### src/rtl/bcd_to_binary_seq.sv
// Multi-cycle BCD-to-binary converter (reverse double-dabble, one bit per clock).
// Optional invalid-digit detection enabled by defining BCD_CHECK_EN.
module bcd_to_binary_seq #(
  parameter int DIGITS = 3,
  parameter int BIN_W  = 10
) (
  input  logic                  clk,
  input  logic                  reset,
  input  logic                  start,
  input  logic [4*DIGITS-1:0]   bcd_in,
  output logic                  busy,
  output logic                  done,
  output logic [BIN_W-1:0]      binary,
  output logic                  err
);

  localparam int BCD_W = 4 * DIGITS;
  localparam int SR_W  = BCD_W + BIN_W;
  localparam int CNT_W = $clog2(BIN_W + 1);
  localparam logic [CNT_W-1:0] LAST_CNT = CNT_W'(BIN_W - 1);

  typedef enum logic [1:0] {
    S_IDLE,
    S_SHIFT,
    S_ERR
  } state_t;

  state_t             r_state, w_state_nxt;
  logic [SR_W-1:0]    r_sreg, w_sreg_nxt, w_step;
  logic [CNT_W-1:0]   r_cnt, w_cnt_nxt;
  logic               r_done, w_done_nxt;
  logic [BIN_W-1:0]   r_bin, w_bin_nxt;
  logic               w_invalid;
  logic               w_accept;

  assign w_accept = (r_state == S_IDLE) && start;

  // One reverse double-dabble step: shift right, then correct every BCD digit >= 8.
  // NOTE: combinational blocks use blocking '=' so later lines see the updated value.
  always_comb begin
    w_step = r_sreg >> 1;
    for (int d = 0; d < DIGITS; d++) begin
      if (w_step[BIN_W+4*d +: 4] >= 4'd8)
        w_step[BIN_W+4*d +: 4] = w_step[BIN_W+4*d +: 4] - 4'd3;
    end
  end

`ifdef BCD_CHECK_EN
  logic r_err;

  always_comb begin
    w_invalid = 1'b0;
    for (int d = 0; d < DIGITS; d++) begin
      if (bcd_in[4*d +: 4] > 4'd9)
        w_invalid = 1'b1;
    end
  end

  // err reflects the most recently accepted start only.
  always_ff @(posedge clk or posedge reset) begin
    if (reset)
      r_err <= 1'b0;
    else if (w_accept)
      r_err <= w_invalid;
  end

  assign err = r_err;
`else
  assign w_invalid = 1'b0;
  assign err       = 1'b0;
`endif

  // Next-state and datapath update; every target gets a default first so no latch is inferred.
  always_comb begin
    w_state_nxt = r_state;
    w_sreg_nxt  = r_sreg;
    w_cnt_nxt   = r_cnt;
    w_done_nxt  = 1'b0;
    w_bin_nxt   = r_bin;
    unique case (r_state)
      S_IDLE: begin
        if (start) begin
          if (w_invalid) begin
            w_state_nxt = S_ERR;
          end else begin
            w_sreg_nxt  = {bcd_in, {BIN_W{1'b0}}};
            w_cnt_nxt   = '0;
            w_state_nxt = S_SHIFT;
          end
        end
      end
      S_SHIFT: begin
        w_sreg_nxt = w_step;
        w_cnt_nxt  = r_cnt + 1'b1;
        if (r_cnt == LAST_CNT) begin
          w_bin_nxt   = w_step[BIN_W-1:0];
          w_done_nxt  = 1'b1;
          w_state_nxt = S_IDLE;
        end
      end
      S_ERR: begin
        w_bin_nxt   = '0;
        w_done_nxt  = 1'b1;
        w_state_nxt = S_IDLE;
      end
      default: w_state_nxt = S_IDLE;
    endcase
  end

  // NOTE: sequential state uses non-blocking '<=' so all registers update together.
  always_ff @(posedge clk or posedge reset) begin
    if (reset) begin
      r_state <= S_IDLE;
      r_sreg  <= '0;
      r_cnt   <= '0;
      r_done  <= 1'b0;
      r_bin   <= '0;
    end else begin
      r_state <= w_state_nxt;
      r_sreg  <= w_sreg_nxt;
      r_cnt   <= w_cnt_nxt;
      r_done  <= w_done_nxt;
      r_bin   <= w_bin_nxt;
    end
  end

  assign busy   = (r_state == S_SHIFT);
  assign done   = r_done;
  assign binary = r_bin;

endmodule

### config.mk
export PLATFORM = sky130hd
export DESIGN_NAME = bcd_to_binary_seq
export DESIGN_NICKNAME = d
export VERILOG_FILES = /design/src/rtl/bcd_to_binary_seq.sv
export SDC_FILE = /design/constraint.sdc
export NUM_CORES = 1
export LEC_CHECK = 0
export ABC_AREA = 1
export BUFFER_PORTS_ARGS = -buffer_cell sky130_fd_sc_hd__buf_2
export CORE_MARGIN = 1.5
export CORE_UTILIZATION = 45
export DETAILED_ROUTE_END_ITERATION = 6
export GPL_TIMING_DRIVEN = 0
export MAX_ROUTING_LAYER = met4
export PLACE_DENSITY = 0.76
export SKIP_LAST_GASP = 1
export SLEW_MARGIN = 20
export SYNTH_ARGS = -nofsm -noshare
export SYNTH_HDL_FRONTEND = slang
export SYNTH_SLANG_ARGS = --single-unit
### constraint.sdc
create_clock -name clk -period 4 [get_ports clk]
set_clock_uncertainty 0.15 [all_clocks]
set_input_delay 0.6 -clock clk [delete_from_list [all_inputs] [get_ports clk]]
set_output_delay 0.6 -clock clk [all_outputs]
set_load 0.05 [all_outputs]
==> flow_metrics.env, run 1 <==
export IMPL_run_status="finished, final reports clean"
export IMPL_nets=273
export IMPL_layout_area_overhead_vs_synth_pct=18.2
export IMPL_floorplan_rows=22
export IMPL_drt_drc_violations_left=0
export IMPL_mappedNetlistArea_sq_um=1790
export IMPL_die_width_microns=66.1
export IMPL_numPortBuffers=26
export IMPL_worst_setup_hold_path_clk_slew_ns=0.08
export IMPL_ir_worst_vdd_v=0.000296
export IMPL_synth_seq_area_share_pct=51.7
export IMPL_htree_levels=2
export IMPL_grt_setup_unrepaired="false"
export IMPL_synth_mux_area_share_pct=0
export IMPL_crit_path_leading_delay_family="flip-flops"
export IMPL_finalCritPeriodShare_pct=42.6
export IMPL_grt_start_max_net_pins=28
export IMPL_die_height_microns=66.1
export IMPL_grtUsageTotal_pct=18.5
export IMPL_clk_insertion_delay_late_ns=0.31
export IMPL_layout_cell_area_non_filler_sq_um=2110
export IMPL_setup_worst_path_class="reg2out"
export IMPL_grt_first_pass_wirelength_mm=5.90
export IMPL_hp_class="in2async"
export IMPL_timing_critical_path_cells="buf_2"
export IMPL_critPathBufInv=1
export IMPL_finalWeightedCongestion=0.752
export IMPL_report_final_slew_viol_count=0
export IMPL_globalRoute_totalOverflow=0
export IMPL_synth_adder_area_share_pct=4.20
export IMPL_cts_root_buffer="sky130_fd_sc_hd__clkbuf_8"
export IMPL_critical_path_arrival_ns=0.95
export IMPL_dp_hpwl_mm=2.30
export IMPL_critPathCaptureType="output port"
export IMPL_drt_pre_antenna_iters=4
export IMPL_postSynthNetCount=239
export IMPL_totalWireLength_mm=3.23
export IMPL_synth_xor_area_share_pct=0
export IMPL_critPathMaxStageDelay_ns=0.38
export IMPL_drt_iter0_drc=73
export IMPL_first_global_vias=1329
export IMPL_die_area_sq_um=4360
export IMPL_synth_top_cells_by_area="sky130_fd_sc_hd__dfrtp_1 52%, sky130_fd_sc_hd__nand2_1 17%, sky130_fd_sc_hd__nand3_1 8.1%, sky130_fd_sc_hd__inv_1 6.7%, sky130_fd_sc_hd__ha_1 4.2%"
export IMPL_finalHoldViolations=0
export IMPL_netlist_cell_type_count=18
export IMPL_core_region_area_sq_um=3740
export IMPL_power_density_normalized_to_cell_area_nw_per_um2=776
export IMPL_synth_avg_cell_area_sq_um=8.21
export IMPL_boundaryPins=28
export IMPL_yosys_warnings=0
export IMPL_final_setup_viol_count=0
export IMPL_initial_core_util_pct=47.8
export IMPL_max_frequency_mhz=587
export IMPL_postCtsResizedCells=0
export IMPL_tritoncts_num_buffers=5
export IMPL_vias_per_cell=4.77
export IMPL_cts_buffer_depth=2
export IMPL_synth_seq_cells=37
export IMPL_startpoint_type="flop"
export IMPL_p_leak_nw=1.20
export IMPL_holdBufCountCts=0
export IMPL_cts_setup_buffers=0
export IMPL_wl_per_cell_microns=10.7
export IMPL_final_antenna_net_count=0
export IMPL_synth_top_family_by_area="simple AND/OR/NAND/NOR gates"
export IMPL_synth_simple_gate_area_share_pct=29.0
export IMPL_yosysTopAreaCell="sky130_fd_sc_hd__dfrtp_1"
export IMPL_number_of_antenna_violations_at_the_first_check_in_global_routing=0
export IMPL_post_route_min_period_ns=1.70
export IMPL_numClockSinks=37
export IMPL_vias=1436
export IMPL_cts_tree="done"
export IMPL_compound_gate_portion_of_the_synthesized_area_pct=3.92
export IMPL_maxCapViolations=0
export IMPL_synth_top_area_share_pct=51.7
export IMPL_worst_path_max_delay_cell="sky130_fd_sc_hd__dfrtp_1"
export IMPL_final_layout_size_suffix_gt1_share_pct=20.2
export IMPL_setup_total_negative_slack_ns=0
export IMPL_worstPathRequired_ns=3.25
export IMPL_antennaDiodeCount=0
export IMPL_placedInstanceArea_sq_um=2000
export IMPL_cp_max_fo=2
export IMPL_synthesis_instances=218
cell families (layout without fill, tap and decap cells):
group | Yosys count | in the layout
other | 1 | 1
AND/OR/NAND/NOR | 119 | 119
AO/OA/AOI/OAI | 12 | 12
flip-flops | 37 | 37
buffers and inverters | 43 | 78
adder cells (fa/ha/maj) | 6 | 6
metal layers:
layer	GRT usage, %	vias to the layer above	share of wire [%]
met5	-	-	0
met4	5.36	0	1.6
met3	6.13	5	4.8
met2	29.3	30	46
met1	22.8	666	48
li1	-	735	-
final timing paths:
path	start	endpoint	slack [ns]	cells after the start
worst max register to register	r_state[0]	r_sreg[13]	2.66	5
worst min register to register	binary[5]	binary[5]	0.32	2
worst max-delay path	r_state[0]	busy	2.30	1
max in group asynchronous	reset	r_sreg[4]	3.21	3
worst min-delay path	reset	r_sreg[13]	0.07	2
min in group clk	binary[5]	binary[5]	0.32	2
per-stage QoR:
step | util [%] | worst slack [ns] | hold slack [ns] | power (W) | std cells
after floorplan | - | 2.42 | 0.299 | 0.00116 | 218
after global placement | 52.9 | 1.91 | 0.299 | 0.00129 | 292
after detailed placement | 53.4 | 2.48 | 0.304 | 0.00132 | 293
after CTS | 56.5 | 2.29 | 0.0831 | 0.00165 | 301
after global routing | 56.5 | 2.26 | 0.0999 | 0.00177 | 301
final | 56.5 | 2.30 | 0.0736 | 0.00164 | 301
cell usage after synthesis (all sizes together):
cell / count
inv: 34
o21ai: 4
nand3: 30
nor2: 6
nand4: 1
nand2: 82
buf: 9
dfrtp: 37
o22ai: 8
conb: 1
ha: 6
power by group:
part	switching (W)	internal [W]
Sequential	0.000110	0.000525
Combinational	0.000454	0.000217
Clock	0.000148	0.000187
Total	0.000712	0.000930
layout make-up:
cell class | instances | area (sq um)
Tap cell | 48 | 60.1
Sequential cell | 37 | 926
Buffer | 9 | 68.8
Timing Repair Buffer | 27 | 150
Fill cell | 373 | 1630
Multi-Input combinational cell | 138 | 667
Clock buffer | 5 | 68.8
Inverter | 34 | 128
Clock inverter | 3 | 46.3
cell usage in the layout (no fill, tap or decap):
master,instances
sky130_fd_sc_hd__bufinv_16,1
sky130_fd_sc_hd__buf_6,3
sky130_fd_sc_hd__nand2_1,81
sky130_fd_sc_hd__nand3_1,29
sky130_fd_sc_hd__buf_4,2
sky130_fd_sc_hd__inv_2,3
sky130_fd_sc_hd__clkbuf_8,5
sky130_fd_sc_hd__o21ai_0,4
sky130_fd_sc_hd__clkinv_4,1
sky130_fd_sc_hd__o22ai_1,8
sky130_fd_sc_hd__conb_1,1
sky130_fd_sc_hd__nor2_8,1
sky130_fd_sc_hd__buf_12,1
sky130_fd_sc_hd__dfrtp_1,37
sky130_fd_sc_hd__nand3_2,1
sky130_fd_sc_hd__nor2_1,4
sky130_fd_sc_hd__nand4_1,1
sky130_fd_sc_hd__nand2_2,1
sky130_fd_sc_hd__nor2_4,1
sky130_fd_sc_hd__buf_2,30
sky130_fd_sc_hd__inv_1,31
sky130_fd_sc_hd__ha_1,6
sky130_fd_sc_hd__clkinvlp_4,1
state kept, by name, summed over array words and instances (netlist names):
signal and count:
binary 10, r_sreg 21, r_state 1, r_cnt 4
done 1
(Power assumes the default switching activity.)
==> run 2: changes to the inputs <==
--- a/config.mk
+++ b/config.mk
@@ -12,7 +12,7 @@
 export DETAILED_ROUTE_END_ITERATION = 6
 export GPL_TIMING_DRIVEN = 0
 export MAX_ROUTING_LAYER = met4
-export PLACE_DENSITY = 0.76
+export PLACE_DENSITY = 0.78
 export SKIP_LAST_GASP = 1
 export SLEW_MARGIN = 20
 export SYNTH_ARGS = -nofsm -noshare
==> constraint.sdc (replaced) <==
create_clock -name clk -period 1.4 [get_ports clk]
set_clock_uncertainty 0.15 [all_clocks]
set_input_delay 0.21 -clock clk [delete_from_list [all_inputs] [get_ports clk]]
set_output_delay 0.21 -clock clk [all_outputs]
set_load 0.05 [all_outputs]
==> run 2 against run 1 <==
  * Critical path depth rose by 7
  * Register-to-register slack got worse by 2.6 ns
  * Routed wire length rose by 6.8%
  * Highest routed layer unchanged
==> flow_metrics.env, run 2 (synthesis gave the netlist of run 1 again) <==
export IMPL_fin_cells=314
export IMPL_critPathBufInv=3
export IMPL_drt_pre_antenna_iters=4
export IMPL_registers_top_by_ff_count="r_sreg"
export IMPL_boundaryPins=28
export IMPL_numPortBuffers=26
export IMPL_largest_register_ff_count=21
export IMPL_numClockSinks=37
export IMPL_setup_total_negative_slack_ns=0
export IMPL_worst_path_max_delay_cell="sky130_fd_sc_hd__dfrtp_1"
export IMPL_core_region_area_sq_um=3740
export IMPL_cp_max_fo=5
export IMPL_dpl_cell_count=292
export IMPL_maxCapViolations=0
export IMPL_tritoncts_num_buffers=5
export IMPL_antennaDiodeCount=0
export IMPL_layout_area_overhead_vs_synth_pct=26.2
export IMPL_worstPathRequired_ns=1.43
export IMPL_max_frequency_mhz=766
export IMPL_post_layout_total_power_w=0.00494
export IMPL_dp_hpwl_mm=2.22
export IMPL_power_switching_w=0.00203
export IMPL_final_common_cell="sky130_fd_sc_hd__nand2_1"
export IMPL_final_antenna_net_count=0
export IMPL_clk_insertion_delay_late_ns=0.29
export IMPL_finalWeightedCongestion=0.756
export IMPL_final_layout_size_suffix_gt1_share_pct=21.4
export IMPL_share_seq_of_total_power_pct=36.2
export IMPL_startpoint_type="flop"
export IMPL_wl_per_cell_microns=11.0
export IMPL_timing_critical_path_cells="inv_1 > ha_1 > nand2_1 > inv_2 > nand2_2 > buf_6 > nand2_1 > nand2_1"
export IMPL_globalRoute_totalOverflow=0
export IMPL_die_width_microns=66.1
export IMPL_critPathMaxStageDelay_ns=0.38
export IMPL_cts_tree="done"
export IMPL_worst_path_most_repeated_cell="sky130_fd_sc_hd__nand2_1"
export IMPL_int_power_w=0.00290
export IMPL_vias_per_cell=4.72
export IMPL_initial_core_util_pct=47.8
export IMPL_drt_drc_violations_left=0
export IMPL_cts_root_buffer="sky130_fd_sc_hd__clkbuf_8"
export IMPL_finalHoldViolations=0
export IMPL_finalCritPeriodShare_pct=93.3
export IMPL_report_final_slew_viol_count=0
export IMPL_die_area_sq_um=4360
export IMPL_worst_setup_hold_path_clk_slew_ns=0.07
export IMPL_grt_setup_unrepaired="true"
export IMPL_grtUsageTotal_pct=18.3
export IMPL_nets=286
export IMPL_p_leak_nw=1.26
export IMPL_hp_class="in2reg"
export IMPL_post_route_min_period_ns=1.31
export IMPL_totalWireLength_mm=3.45
export IMPL_hold_worst_slack_ns=0.0840
export IMPL_critPathCaptureType="flop"
export IMPL_critical_path_arrival_ns=1.34
export IMPL_grt_first_pass_wirelength_mm=5.93
export IMPL_worst_slew_pin_transition_ns=0.639
export IMPL_htree_levels=2
export IMPL_first_global_vias=1375
export IMPL_setup_worst_path_class="reg2reg"
export IMPL_netSwitchingFraction_pct=41.2
export IMPL_cts_buffer_depth=2
export IMPL_vias=1481
export IMPL_crit_path_leading_delay_family="flip-flops"
export IMPL_clockPowerShare_pct=22.0
export IMPL_nFillCells=342
export IMPL_max_slew_margin_pct=57.4
export IMPL_die_height_microns=66.1
export IMPL_final_setup_viol_count=0
export IMPL_grt_start_max_net_pins=38
export IMPL_power_frac_comb_pct=41.8
export IMPL_drt_iter0_drc=60
export IMPL_number_of_antenna_violations_at_the_first_check_in_global_routing=0
export IMPL_floorplan_rows=22
export IMPL_ir_worst_vdd_v=0.000852
export IMPL_power_density_normalized_to_cell_area_nw_per_um2=2190
export IMPL_run_status="finished, final reports clean"
export IMPL_layout_common_cells="80 x sky130_fd_sc_hd__nand2_1, 35 x sky130_fd_sc_hd__dfrtp_1, 30 x sky130_fd_sc_hd__inv_1"
run 2: power groups by stage:
stage                     clock, W  sequential [W]  combinational (W)
after floorplan                  0         0.00224            0.00108
after global placement           0         0.00181            0.00189
after detailed placement         0         0.00183            0.00193
after CTS                  0.00111         0.00181            0.00198
after global routing       0.00115         0.00186            0.00232
final                      0.00109         0.00179            0.00206
run 2: metal layers:
metal / vias to the layer above / global-route usage, % / routed length [microns]
met5: - / - / 0
met4: 0 / 5.36 / 44
met3: 6 / 5.11 / 138
met2: 28 / 29.8 / 1650
met1: 686 / 22.5 / 1620
li1: 761 / - / -
run 2: layout make-up:
class | instances | area, sq um | share of cell area [%]
repair buffers | 40 | 267 | 11.8
multi-input cells | 138 | 669 | 29.6
clock buffers | 5 | 68.8 | 3.05
well taps | 48 | 60.1 | 2.66
clock inverters | 3 | 65.1 | 2.88
flip-flops and latches | 37 | 928 | 41.1
plain buffers | 9 | 71.3 | 3.16
inverters | 34 | 129 | 5.71
run 2: timing repair:
item	in CTS	in global routing
endpoints found under the hold margin	47	0
setup endpoints to repair	0	55
buffers inserted	0	2
gates resized for setup	0	8
hold buffers	11	0
run 2: per-stage QoR:
stage | cell area, sq um | setup WS (ns) | utilization, %
finish | 2260 | 0.0943 | 60.3
detailed placement | 1980 | 0.0418 | 52.9
CTS | 2220 | 0.0313 | 59.4
global route | 2260 | -0.0213 | 60.3
floorplan | 1790 | 0.0185 | -
global placement | 1980 | -0.398 | 52.9
run 2: final timing paths:
check	from	end	slack [ns]	cells past startpoint
max	r_cnt[1]	binary[8]	0.09	8
min	bcd_in[6]	r_sreg[16]	0.08	5
max reg2reg	r_cnt[1]	binary[8]	0.09	8
min reg2reg	binary[6]	binary[6]	0.32	2
max in group asynchronous	reset	r_state[0]	0.30	3
min in group asynchronous	reset	binary[7]	0.38	3
run 2: worst register-to-register path, stage by stage, from the launching register on:
cell                      delay [ns]
sky130_fd_sc_hd__dfrtp_1        0.38
sky130_fd_sc_hd__inv_1          0.08
sky130_fd_sc_hd__ha_1           0.14
sky130_fd_sc_hd__nand2_1        0.06
sky130_fd_sc_hd__inv_2          0.06
sky130_fd_sc_hd__nand2_2        0.08
sky130_fd_sc_hd__buf_6          0.15
sky130_fd_sc_hd__nand2_1        0.05
sky130_fd_sc_hd__nand2_1        0.04
